==> src/rtl/multiword_add_seq_pkg.sv <==
// Shared word width, FSM encodings and result flag bundle for the multiword adder.
// No logic; constants and types only.
// Imported by the interface, the adder and the sequencer.
package multiword_add_seq_pkg;
  localparam int WORD_W = 16;

  localparam logic [1:0] ST_IDLE = 2'd0;
  localparam logic [1:0] ST_RUN  = 2'd1;
  localparam logic [1:0] ST_DONE = 2'd2;

  typedef struct packed {
    logic c_out;
    logic overflow;
  } flags_t;
endpackage

==> src/rtl/multiword_add_seq_if.sv <==
// Request/result bundle between a wide-arithmetic requester and the sequencer.
// No latency; wires only.
// Valid/ready on both the request side and the result side.
interface multiword_add_seq_if #(parameter int WORDS = 4);
  import multiword_add_seq_pkg::*;
  localparam int W = WORD_W * WORDS;

  logic         in_valid;
  logic         in_ready;
  logic [W-1:0] a;
  logic [W-1:0] b;
  logic         sub;
  logic         c_in;
  logic         out_valid;
  logic         out_ready;
  logic [W-1:0] sum;
  logic         c_out;
  logic         overflow;

  modport master (
    output in_valid, a, b, sub, c_in, out_ready,
    input  in_ready, out_valid, sum, c_out, overflow
  );

  modport slave (
    input  in_valid, a, b, sub, c_in, out_ready,
    output in_ready, out_valid, sum, c_out, overflow
  );
endinterface

==> src/rtl/multiword_add_seq_adder_16bit.sv <==
// 16-bit ripple adder with carry in/out, shared by the word sequencer.
// Purely combinational.
// No handshake.
module adder_16bit
  import multiword_add_seq_pkg::*;
(
  input  logic [WORD_W-1:0] a,
  input  logic [WORD_W-1:0] b,
  input  logic              c_in,
  output logic [WORD_W-1:0] sum,
  output logic              c_out
);
  assign {c_out, sum} = {1'b0, a} + {1'b0, b} + {{WORD_W{1'b0}}, c_in};
endmodule

==> src/rtl/multiword_add_seq.sv <==
// Adds/subtracts two WORDS x 16-bit operands through one adder_16bit, LS word first.
// Latency: out_valid rises WORDS edges after the accept edge.
// Accepts only in IDLE; result is held in DONE until out_ready.
module multiword_add_seq
  import multiword_add_seq_pkg::*;
#(
  parameter int WORDS = 4
) (
  input  logic                 clk,
  input  logic                 rst,
  multiword_add_seq_if.slave   bus
);
  localparam int W     = WORD_W * WORDS;
  localparam int IDX_W = $clog2(WORDS);
  localparam logic [IDX_W-1:0] IDX_LAST = IDX_W'(WORDS - 1);

  logic [1:0]        state;
  logic [IDX_W-1:0]  idx;
  logic [W-1:0]      a_reg;
  logic [W-1:0]      b_reg;
  logic [W-1:0]      sum_reg;
  logic              carry;
  flags_t            flags;

  logic [WORD_W-1:0] a_word;
  logic [WORD_W-1:0] b_word;
  logic [WORD_W-1:0] add_sum;
  logic              add_c;

  assign a_word = a_reg[idx*WORD_W +: WORD_W];
  assign b_word = b_reg[idx*WORD_W +: WORD_W];

  adder_16bit u_adder_16bit (
    .a     (a_word),
    .b     (b_word),
    .c_in  (carry),
    .sum   (add_sum),
    .c_out (add_c)
  );

  always_ff @(posedge clk or posedge rst) begin
    if (rst) begin
      state   <= ST_IDLE;
      idx     <= '0;
      a_reg   <= '0;
      b_reg   <= '0;
      sum_reg <= '0;
      carry   <= 1'b0;
      flags   <= '0;
    end else begin
      case (state)
        ST_IDLE: begin
          if (bus.in_valid) begin
            // Subtraction is folded into the operands: A + ~B + 1.
            a_reg <= bus.a;
            b_reg <= bus.sub ? ~bus.b : bus.b;
            carry <= bus.sub ? 1'b1 : bus.c_in;
            idx   <= '0;
            state <= ST_RUN;
          end
        end
        ST_RUN: begin
          sum_reg[idx*WORD_W +: WORD_W] <= add_sum;
          carry <= add_c;
          if (idx == IDX_LAST) begin
            flags.c_out    <= add_c;
            flags.overflow <= (a_reg[W-1] == b_reg[W-1]) &&
                              (add_sum[WORD_W-1] != a_reg[W-1]);
            state          <= ST_DONE;
          end else begin
            idx <= idx + IDX_W'(1);
          end
        end
        ST_DONE: begin
          if (bus.out_ready) state <= ST_IDLE;
        end
        default: state <= ST_IDLE;
      endcase
    end
  end

  assign bus.in_ready  = (state == ST_IDLE);
  assign bus.out_valid = (state == ST_DONE);
  assign bus.sum       = sum_reg;
  assign bus.c_out     = flags.c_out;
  assign bus.overflow  = flags.overflow;
endmodule

==> src/flat_wrapper.sv <==
// flat-port wrapper written by rule: the top's interface ports become plain ports
module multiword_add_seq_flat import multiword_add_seq_pkg::*;
#(
  parameter int WORDS = 4
)
  (clk, rst, bus_in_valid, bus_a, bus_b, bus_sub, bus_c_in, bus_out_ready, bus_in_ready, bus_out_valid, bus_sum, bus_c_out, bus_overflow);
  multiword_add_seq_if #(.WORDS(WORDS)) bus_i ();
  input  logic clk;
  input  logic rst;
  input wire logic [$bits(bus_i.in_valid)-1:0] bus_in_valid;
  input wire logic [$bits(bus_i.a)-1:0] bus_a;
  input wire logic [$bits(bus_i.b)-1:0] bus_b;
  input wire logic [$bits(bus_i.sub)-1:0] bus_sub;
  input wire logic [$bits(bus_i.c_in)-1:0] bus_c_in;
  input wire logic [$bits(bus_i.out_ready)-1:0] bus_out_ready;
  output wire logic [$bits(bus_i.in_ready)-1:0] bus_in_ready;
  output wire logic [$bits(bus_i.out_valid)-1:0] bus_out_valid;
  output wire logic [$bits(bus_i.sum)-1:0] bus_sum;
  output wire logic [$bits(bus_i.c_out)-1:0] bus_c_out;
  output wire logic [$bits(bus_i.overflow)-1:0] bus_overflow;
  assign bus_i.in_valid = bus_in_valid;
  assign bus_i.a = bus_a;
  assign bus_i.b = bus_b;
  assign bus_i.sub = bus_sub;
  assign bus_i.c_in = bus_c_in;
  assign bus_i.out_ready = bus_out_ready;
  assign bus_in_ready = bus_i.in_ready;
  assign bus_out_valid = bus_i.out_valid;
  assign bus_sum = bus_i.sum;
  assign bus_c_out = bus_i.c_out;
  assign bus_overflow = bus_i.overflow;
  multiword_add_seq #(.WORDS(WORDS)) u_core (.clk(clk), .rst(rst), .bus(bus_i));
endmodule
==> config.mk <==
export PLATFORM = sky130hd
export DESIGN_NAME = multiword_add_seq_flat
export DESIGN_NICKNAME = d
export VERILOG_FILES = /design/src/rtl/multiword_add_seq_pkg.sv /design/src/rtl/multiword_add_seq_if.sv /design/src/rtl/multiword_add_seq_adder_16bit.sv /design/src/rtl/multiword_add_seq.sv /design/src/flat_wrapper.sv
export SDC_FILE = /design/constraint.sdc
export NUM_CORES = 1
export LEC_CHECK = 0
export ABC_AREA = 1
export BUFFER_PORTS_ARGS = -buffer_cell sky130_fd_sc_hd__buf_2
export CAP_MARGIN = 20
export CORE_ASPECT_RATIO = 1.25
export CORE_MARGIN = 5
export CORE_UTILIZATION = 55
export DETAILED_ROUTE_END_ITERATION = 12
export PLACE_DENSITY = 0.8
export SYNTH_ARGS = -nofsm -noshare
export SYNTH_HDL_FRONTEND = slang
export SYNTH_SLANG_ARGS = --single-unit
export TNS_END_PERCENT = 30
==> constraint.sdc <==
create_clock -name clk -period 7.8 [get_ports clk]
set_input_delay 1.56 -clock clk [delete_from_list [all_inputs] [get_ports clk]]
set_output_delay 1.56 -clock clk [all_outputs]
set_load 0.05 [all_outputs]
After elaboration in Yosys (flattened, before gate mapping)
Index checks and enable logic that the tools add are counted.

storage, ports and cells
  logic and storage cells = 46
  ROM bits = 0
  memories kept = 0
  flip-flop bits (word level) = 199
  output and inout port bits = 68
  bits in latches = 0
  RAM bits = 0

operators by class
  magnitude comparators = 0
  reduce and logical (&&, ||, !) cells = 8
  muxes and demuxes = 12
  equality and inequality tests = 9
  shifts and indexed selects = 4
  divide/modulo/power cells = 0
  multiply operators = 0
  bitwise operators = 1
  add/subtract/negate cells = 4

operators by type and width
  operator                                                                  count
  64-bit by 7-bit indexed part select with 16-bit output                    2
  64-bit bitwise mux                                                        1
  64-bit two-way mux                                                        1
  64-bit NOT                                                                1
  16-bit by 34-bit variable shift with 64-bit output, first input constant  1
  16-bit by 34-bit indexed part select with 64-bit output                   1
  6-bit negator with 34-bit output                                          1
  16-bit by 16-bit adder with 17-bit output                                 1
  17-bit by 1-bit adder with 17-bit output                                  1
  2-bit two-way mux                                                         5
  2-bit != test, second input constant                                      3
  2-bit case mux with 3 select lines                                        1
  2-bit AND reduction                                                       3
  3-bit AND reduction                                                       2
  2-bit equality test, second input constant                                2
  2-bit case mux with 2 select lines                                        1
  2-bit by 1-bit adder with 2-bit output, second input constant             1
  2-bit by 1-bit equality test with 1-bit output, second input constant     1
  2-bit zero test                                                           1
  1-bit two-way mux                                                         2
  2-bit by 1-bit != test with 1-bit output, second input constant           1
  1-bit case mux with 2 select lines                                        1
  2-bit nonzero test                                                        1
  1-bit equality test                                                       1
  other kinds (2)                                                           2

Longest topological paths before layout
Gate-level depths: netlist of the first run.

  depth in word-level cells = 5
  mapped depth = 16
  depth with buffers taken out = 15

By module
From an unflattened synthesis of the first run, not the netlist that was laid out.

unflattened totals
  cell total of the unflattened synthesis = 1369
  area total of the unflattened synthesis = 10644.0 um2

modules (own cells, without submodules)
  module             area each (um2)  cells an instance  sequential area each (um2)  times used
  multiword_add_seq  9655.5           1184               4979.8                      1
  adder_16bit        988.4            185                0.0                         1

Worst setup path after synthesis of the first run
Ideal clock, no wire load.

  path type = register -> register
  start = register u_core.idx[0]
  end = register u_core.sum_reg[22] (netlist: u_core.bus.sum[22])
  cell stages (with the launch flop) = 16
  path buffers = 1
  setup time = 66 ps
  data arrival time = 2774 ps
  slack = 4960 ps
  path through = dfrtp_1 clkinv_1 clkbuf_1 nor2_1 o22ai_1 fa_1 fa_1 nand3_1 nand2_1 nand2_1 nand2_1 xor2_1 nand2_1 nor2_1 nand2_1 nand2_1

on the way
  word-level cells in the longest chain between the ends = 5
  elaborated cells on any way between the ends = 8
  those cells by class = 3 x add/sub; 4 x shift; 1 x mux

ends and longest elaborated chain
  element                                                                    RTL line                                          source
  start: declaration                                                         multiword_add_seq.sv:18                           logic [IDX_W-1:0] idx;
  start signal: assignment                                                   multiword_add_seq.sv:71                           idx <= idx + IDX_W'(1);
  64-bit by 7-bit indexed part select with 16-bit output (on tied branches)  multiword_add_seq.sv:30, multiword_add_seq.sv:31
  16-bit by 16-bit adder with 17-bit output                                  multiword_add_seq_adder_16bit.sv:13               assign {c_out, sum} = {1'b0, a} + {1'b0, b} + {{WORD_W{1'b0}}, c_in};
  17-bit by 1-bit adder with 17-bit output                                   multiword_add_seq_adder_16bit.sv:13
  16-bit by 34-bit indexed part select with 64-bit output                    multiword_add_seq.sv:63                           sum_reg[idx*WORD_W +: WORD_W] <= add_sum;
  64-bit bitwise mux *                                                       multiword_add_seq.sv:63
  end signal: indexed assignment                                             multiword_add_seq.sv:63
  end: declaration                                                           multiword_add_seq.sv:21                           logic [W-1:0] sum_reg;

Mark *: on every way between the ends. The rest lies on a longest branch, timed or not.
A chain may end at the register's enable or synchronous reset.

Worst setup path in the final report of the first run
  start = register u_core.idx[1]
  end = register u_core.sum_reg[54] (netlist: u_core.bus.sum[54])

Same word-level chain as after synthesis.

==> metrics.yaml, run 1 <==
outcome: "complete, no violations"
postCtsResizedCells: 0
synth.net_count: 1370
io_buffers: 201
globalplace.congestion: 0.907
critPathLaunchType: "flop"
seq_area_frac_synth_pct: 50.1
die_y_um: 160
layout_common_cells: "nand2_1 (455), buf_2 (200), dfrtp_1 (198)"
worst_slack_ns: 3.94
final_util_pct: 64.2
crit_chain: "buf_4 -> inv_1 -> o21ai_0 -> o22ai_1 -> fa_1 -> fa_1 -> nand3_1 -> nand2_1 -> nand2_1 -> nand2_1 -> xor2_1 -> nand2_1 -> nor2_1 -> nand2_1 -> nand2_1"
skew_ns: 0.0127
cts_hold_buf: 0
place_hpwl_um: 18700
drt_wl_total_um: 26600
setup_viol: 0
diodes: 0
h-tree-depth: 4
dp_cells: 1581
layout_commonest_cell: "nand2_1"
postCtsSetupBuffers: 0
drive_gt1_share_pct: 18.3
synth-async-reset-ratio_pct: 100
die_x_um: 130
antenna_found_initial: 0
synthFlopType: "dfrtp_1"
initialDrtViolationCount: 962
ys_types: 33
cts.clk_slew.worst_paths_ns: 0.07
slew_violations: 0
area_delta_synth_final_pct: 15.9
grt_setup_unrepaired: "false"
cts_tree: "done"
fin_cells: 1612
fmax_mhz: 259
worst_path_max_delay_cell: "inv_1"
crit_start: "u_core.idx[1]$_DFFE_PP0P_"
grt_pass1_vias: 8433
die_area_um2: 20900
max_stage_delay_ns: 0.82
wl_per_cell_um: 16.5
fin_nets: 1529
grt_pass1_wl_um: 42700
peakVddDrop_v: 0.000275
core_um2: 18000
vias_per_cell: 5.45
min_period_over_period_pct: 49.5
final_hold_viol_count: 0
cts_buffers: 17
netlist_area_um2: 9940
synth_edf_count: 0
syn_inst: 1213
hp-class: "reg2reg"
power.density_nw_per_um2: 520
post-route-drc-count: 0
worstPathRequired_ns: 8.19
synth.avg_cell_area_um2: 8.20
tightestPinTransition_ns: 1.06
dp_slack_ns: 4.12
clock_latency_ns: 0.45
critPathMaxFanout: 36
cts-root-buf: "clkbuf_16"
grt_use_total_pct: 26.0
critPathKind: "reg2reg"
endpoint_kind: "flop"
ios: 202
ant_nets: 0
rows: 55
crit_top_cell: "nand2_1"
ys_seq_elements: 199
cts.sinks: 199
cp_data_arrival_time_ns: 4.24
cts_buffer_depth: 2
gr-total-overflow: 0
dr.pass1.iters: 6
rr_startpoint: "u_core.idx[1]$_DFFE_PP0P_"
fin_setup_tns_ns: 0
grt_max_degree: 125
finalCriticalPeriod_ns: 3.86
cellLeakagePower_uw: 0.00615
initial_core_util_pct: 55.4
slew_headroom_pct: 29.0
drv_cap: 0
min_from: "u_core.a_reg[27]$_DFFE_PP0P_"
dr_total_vias: 8783
ys_warn_count: 0
final timing paths:
| check | end | slack (ns) | cells after the start |
|---|---|---|---|
| max reg2reg | u_core.bus.sum[54]$_DFFE_PP0P_ | 3.94 | 15 |
| max in group asynchronous | u_core.idx[0]$_DFFE_PP0P_ | 5.04 | 3 |
| min reg2reg | u_core.a_reg[27]$_DFFE_PP0P_ | 0.48 | 2 |
| min in group asynchronous | u_core.b_reg[4]$_DFFE_PP0P_ | 1.29 | 2 |
| max | u_core.bus.sum[54]$_DFFE_PP0P_ | 3.94 | 15 |
| min | u_core.a_reg[27]$_DFFE_PP0P_ | 0.48 | 2 |
per-layer routing:
metal | wire length [um] | up-vias | share of wire [%] | GRT usage [%]
li1 | - | 4218 | - | -
met4 | 917 | 0 | 3.4 | 10.6
met1 | 11000 | 4123 | 41 | 34.6
met3 | 1680 | 67 | 6.3 | 4.82
met2 | 13000 | 375 | 49 | 41.8
met5 | 0 | - | 0 | 0
cells in the mapped netlist (2+ instances only):
cell / count / area, um2
o21ai_0: 150 / 751
inv_2: 3 / 11.3
fa_1: 2 / 40.0
buf_1: 2 / 7.51
dfrtp_1: 199 / 4980
nand2_1: 456 / 1710
buf_6: 7 / 78.8
nand3_1: 27 / 135
ha_1: 21 / 263
a32o_1: 2 / 20.0
clkbuf_1: 27 / 101
buf_2: 26 / 130
xnor2_1: 65 / 569
a21oi_1: 9 / 45.0
a22o_1: 9 / 78.8
nor3_1: 5 / 25.0
inv_1: 47 / 176
buf_4: 4 / 30.0
o22ai_1: 32 / 200
nand4_1: 15 / 93.8
nand2_4: 2 / 22.5
nor2_1: 87 / 327
xor2_1: 6 / 52.6
report_power, final:
| group | total [uW] | internal (uW) | switching [uW] |
|---|---|---|---|
| Combinational | 3380 | 982 | 2400 |
| Clock | 889 | 483 | 405 |
| Sequential | 1720 | 1460 | 263 |
| Total | 5990 | 2930 | 3060 |
critical path, delay by kind of cell (launching register included):
family	cells	cell delay (ns)
buffers and inverters	2	1.06
xor gates and xnor gates	1	0.23
AOI/OAI and AO/OA	2	0.68
adders and majority gates	2	0.53
DFF	1	0.36
and+or+nand+nor	8	0.89
stage by stage:
stage	hold WS, ns	power, uW	instance area (um2)
4_1_cts	0.480	5960	11500
6_report	0.478	5990	11500
2_1_floorplan	0.444	4170	9940
3_3_place_gp	0.457	4970	10900
3_5_place_dp	0.460	5040	10900
5_1_grt	0.489	6460	11500
kinds of logic (layout without fill, tap and decap cells):
| family | Yosys count | after routing | share of synthesized area [%] |
|---|---|---|---|
| AO/OA/AOI/OAI | 204 | 204 | 11.2 |
| buffers and inverters | 118 | 289 | 5.47 |
| AND/OR/NAND/NOR | 598 | 598 | 24.0 |
| flip-flops | 199 | 199 | 50.1 |
| adder cells (fa/ha/maj) | 23 | 23 | 3.04 |
| XOR/XNOR | 71 | 71 | 6.25 |
area by class of cell:
cell class	instances	area (um2)
Clock buffer	18	439
Clock inverter	13	146
Fill cell	1531	6430
Inverter	52	204
Multi-Input combinational cell	896	4430
Sequential cell	199	4980
Tap cell	228	285
Timing Repair Buffer	206	1050
Power figures use the tool's default switching activity.
==> inputs of run 2 (changes only) <==
==> constraint.sdc (replaced) <==
create_clock -name clk -period 3.7 [get_ports clk]
set_input_delay 0.74 -clock clk [delete_from_list [all_inputs] [get_ports clk]]
set_output_delay 0.74 -clock clk [all_outputs]
set_load 0.05 [all_outputs]
==> run 2 against run 1 <==
Compared with the run above:
- critical endpoint is now u_core.bus.sum[24]$_DFFE_PP0P_
- total power grew 120%
- non-clock buffer count grew 11
- critical path type unchanged
- fmax grew 18%
- sequential power grew 110%
- hold slack lost 0.0029 ns
- largest cell class unchanged
- critical path depth shrank 1
- flip-flop and latch count is the same
- cell area grew 1.5%
==> metrics.yaml, run 2 (synthesis results as in run 1) <==
ant_nets: 0
cts_hold_buf: 0
slew_violations: 0
cts_buffer_depth: 2
worstPathRequired_ns: 4.08
diodes: 0
skew_ns: 0.00956
crit_top_cell: "nand2_1"
grt_pass1_vias: 8455
timing.critical_path.buf_inv: 1
outcome: "complete, no violations"
crit_family: "simple AND/OR/NAND/NOR gates"
cts.sinks: 199
critPathLaunchType: "flop"
crit_chain: "inv_1 -> o21ai_0 -> o22ai_1 -> fa_1 -> fa_1 -> nand3_1 -> nand2_1 -> nand2_1 -> nand2_1 -> xor2_1 -> nand2_1 -> nor2_1 -> nand2_1 -> nand2_1"
drv_cap: 0
finalCriticalPeriod_ns: 3.27
cts.clk_slew.worst_paths_ns: 0.07
die_area_um2: 20900
initialDrtViolationCount: 673
postCtsResizedCells: 0
slew_headroom_pct: 31.7
cts_buffers: 17
die_x_um: 130
critPathKind: "reg2reg"
peakVddDrop_v: 0.000503
fin_nets: 1540
grt_max_degree: 86
antenna_found_initial: 0
drt_wl_total_um: 27300
holdPathStages: 2
cts_tree: "done"
critPathMaxFanout: 27
io_buffers: 201
vias_per_cell: 5.41
fin_hold_ws_ns: 0.476
grt_use_total_pct: 26.3
clock_latency_ns: 0.44
final_hold_viol_count: 0
cts-root-buf: "clkbuf_16"
die_y_um: 160
ios: 202
globalplace.congestion: 0.902
grt_setup_unrepaired: "false"
post-route-drc-count: 0
power.density_nw_per_um2: 1100
grt_pass1_wl_um: 43200
wl_per_cell_um: 16.8
min_period_over_period_pct: 88.5
rows: 55
layout_commonest_cell: "nand2_1"
max_stage_delay_ns: 0.62
area_delta_synth_final_pct: 17.7
core_um2: 18000
cp_data_arrival_time_ns: 3.65
gr-total-overflow: 0
initial_core_util_pct: 55.4
tightestPinTransition_ns: 1.02
cp.depth: 14
layout_common_cells: "nand2_1 (455), buf_2 (200), dfrtp_1 (198)"
postCtsSetupBuffers: 0
cellLeakagePower_uw: 0.00624
drive_gt1_share_pct: 18.9
hp-class: "reg2reg"
dr.pass1.iters: 5
setup_viol: 0
ff2ff_path_depth: 14
fmax_mhz: 305
fin_setup_tns_ns: 0
endpoint_kind: "flop"
place_hpwl_um: 19900
h-tree-depth: 4
worst_path_max_delay_cell: "inv_1"
dr_total_vias: 8786
-- run 2: changes by cell type in the layout (fill, tap and decap cells not counted), sizes merged --
cell | before | now
clkinv | 6 | 4
clkinvlp | 2 | 3
buf | 206 | 217
inv | 55 | 54
bufinv | 2 | 5
clkbuf | 18 | 17
-- run 2: layout make-up --
cell class	instances	area, um2
Tap cell	228	285
Sequential cell	199	4980
Clock buffer	17	425
Multi-Input combinational cell	896	4430
Clock inverter	14	219
Fill cell	1535	6260
Timing Repair Buffer	217	1170
Inverter	52	200
-- run 2: metal layers --
layer | global-route usage, % | wire, um
met4 | 9.55 | 762
met3 | 4.13 | 1620
met2 | 43.8 | 13700
met5 | 0 | 0
met1 | 34.7 | 11200
-- run 2: worst paths after layout --
check | startpoint | to | slack, ns
setup / recovery | u_core.idx[1]$_DFFE_PP0P_ | u_core.bus.sum[24]$_DFFE_PP0P_ | 0.43
hold / removal | u_core.a_reg[31]$_DFFE_PP0P_ | u_core.a_reg[31]$_DFFE_PP0P_ | 0.48
setup reg to reg | u_core.idx[1]$_DFFE_PP0P_ | u_core.bus.sum[24]$_DFFE_PP0P_ | 0.43
hold reg to reg | u_core.a_reg[31]$_DFFE_PP0P_ | u_core.a_reg[31]$_DFFE_PP0P_ | 0.48
max in group asynchronous | rst | u_core.a_reg[37]$_DFFE_PP0P_ | 2.31
min in group asynchronous | rst | u_core.b_reg[51]$_DFFE_PP0P_ | 0.50
-- run 2: worst reg2reg max path, cell delays in order, from the launching register on --
cell     delay (ns)
dfrtp_1        0.38
inv_1          0.62
o21ai_0        0.25
o22ai_1        0.34
fa_1           0.29
fa_1           0.23
nand3_1        0.08
nand2_1        0.13
nand2_1        0.07
nand2_1        0.11
xor2_1         0.26
nand2_1        0.13
nor2_1         0.19
nand2_1        0.09
nand2_1        0.06
-- run 2: power breakdown --
group / switching (uW) / internal (uW) / total, uW
Clock: 842 / 1200 / 2050
Combinational: 5090 / 2130 / 7220
Sequential: 576 / 3080 / 3660
Total: 6500 / 6420 / 12900
-- run 2: per-stage QoR --
step | power, uW | area [um2] | utilization [%] | setup WS (ns) | cells
finish | 12900 | 11700 | 65.2 | 0.426 | 1623
global route | 13900 | 11700 | 65.2 | 0.155 | 1623
CTS | 12900 | 11700 | 65.2 | 0.491 | 1623
detailed placement | 10800 | 11100 | 61.6 | 0.509 | 1592
global placement | 10700 | 11100 | 61.6 | 0.531 | 1592
floorplan | 8790 | 9950 | - | 0.386 | 1213
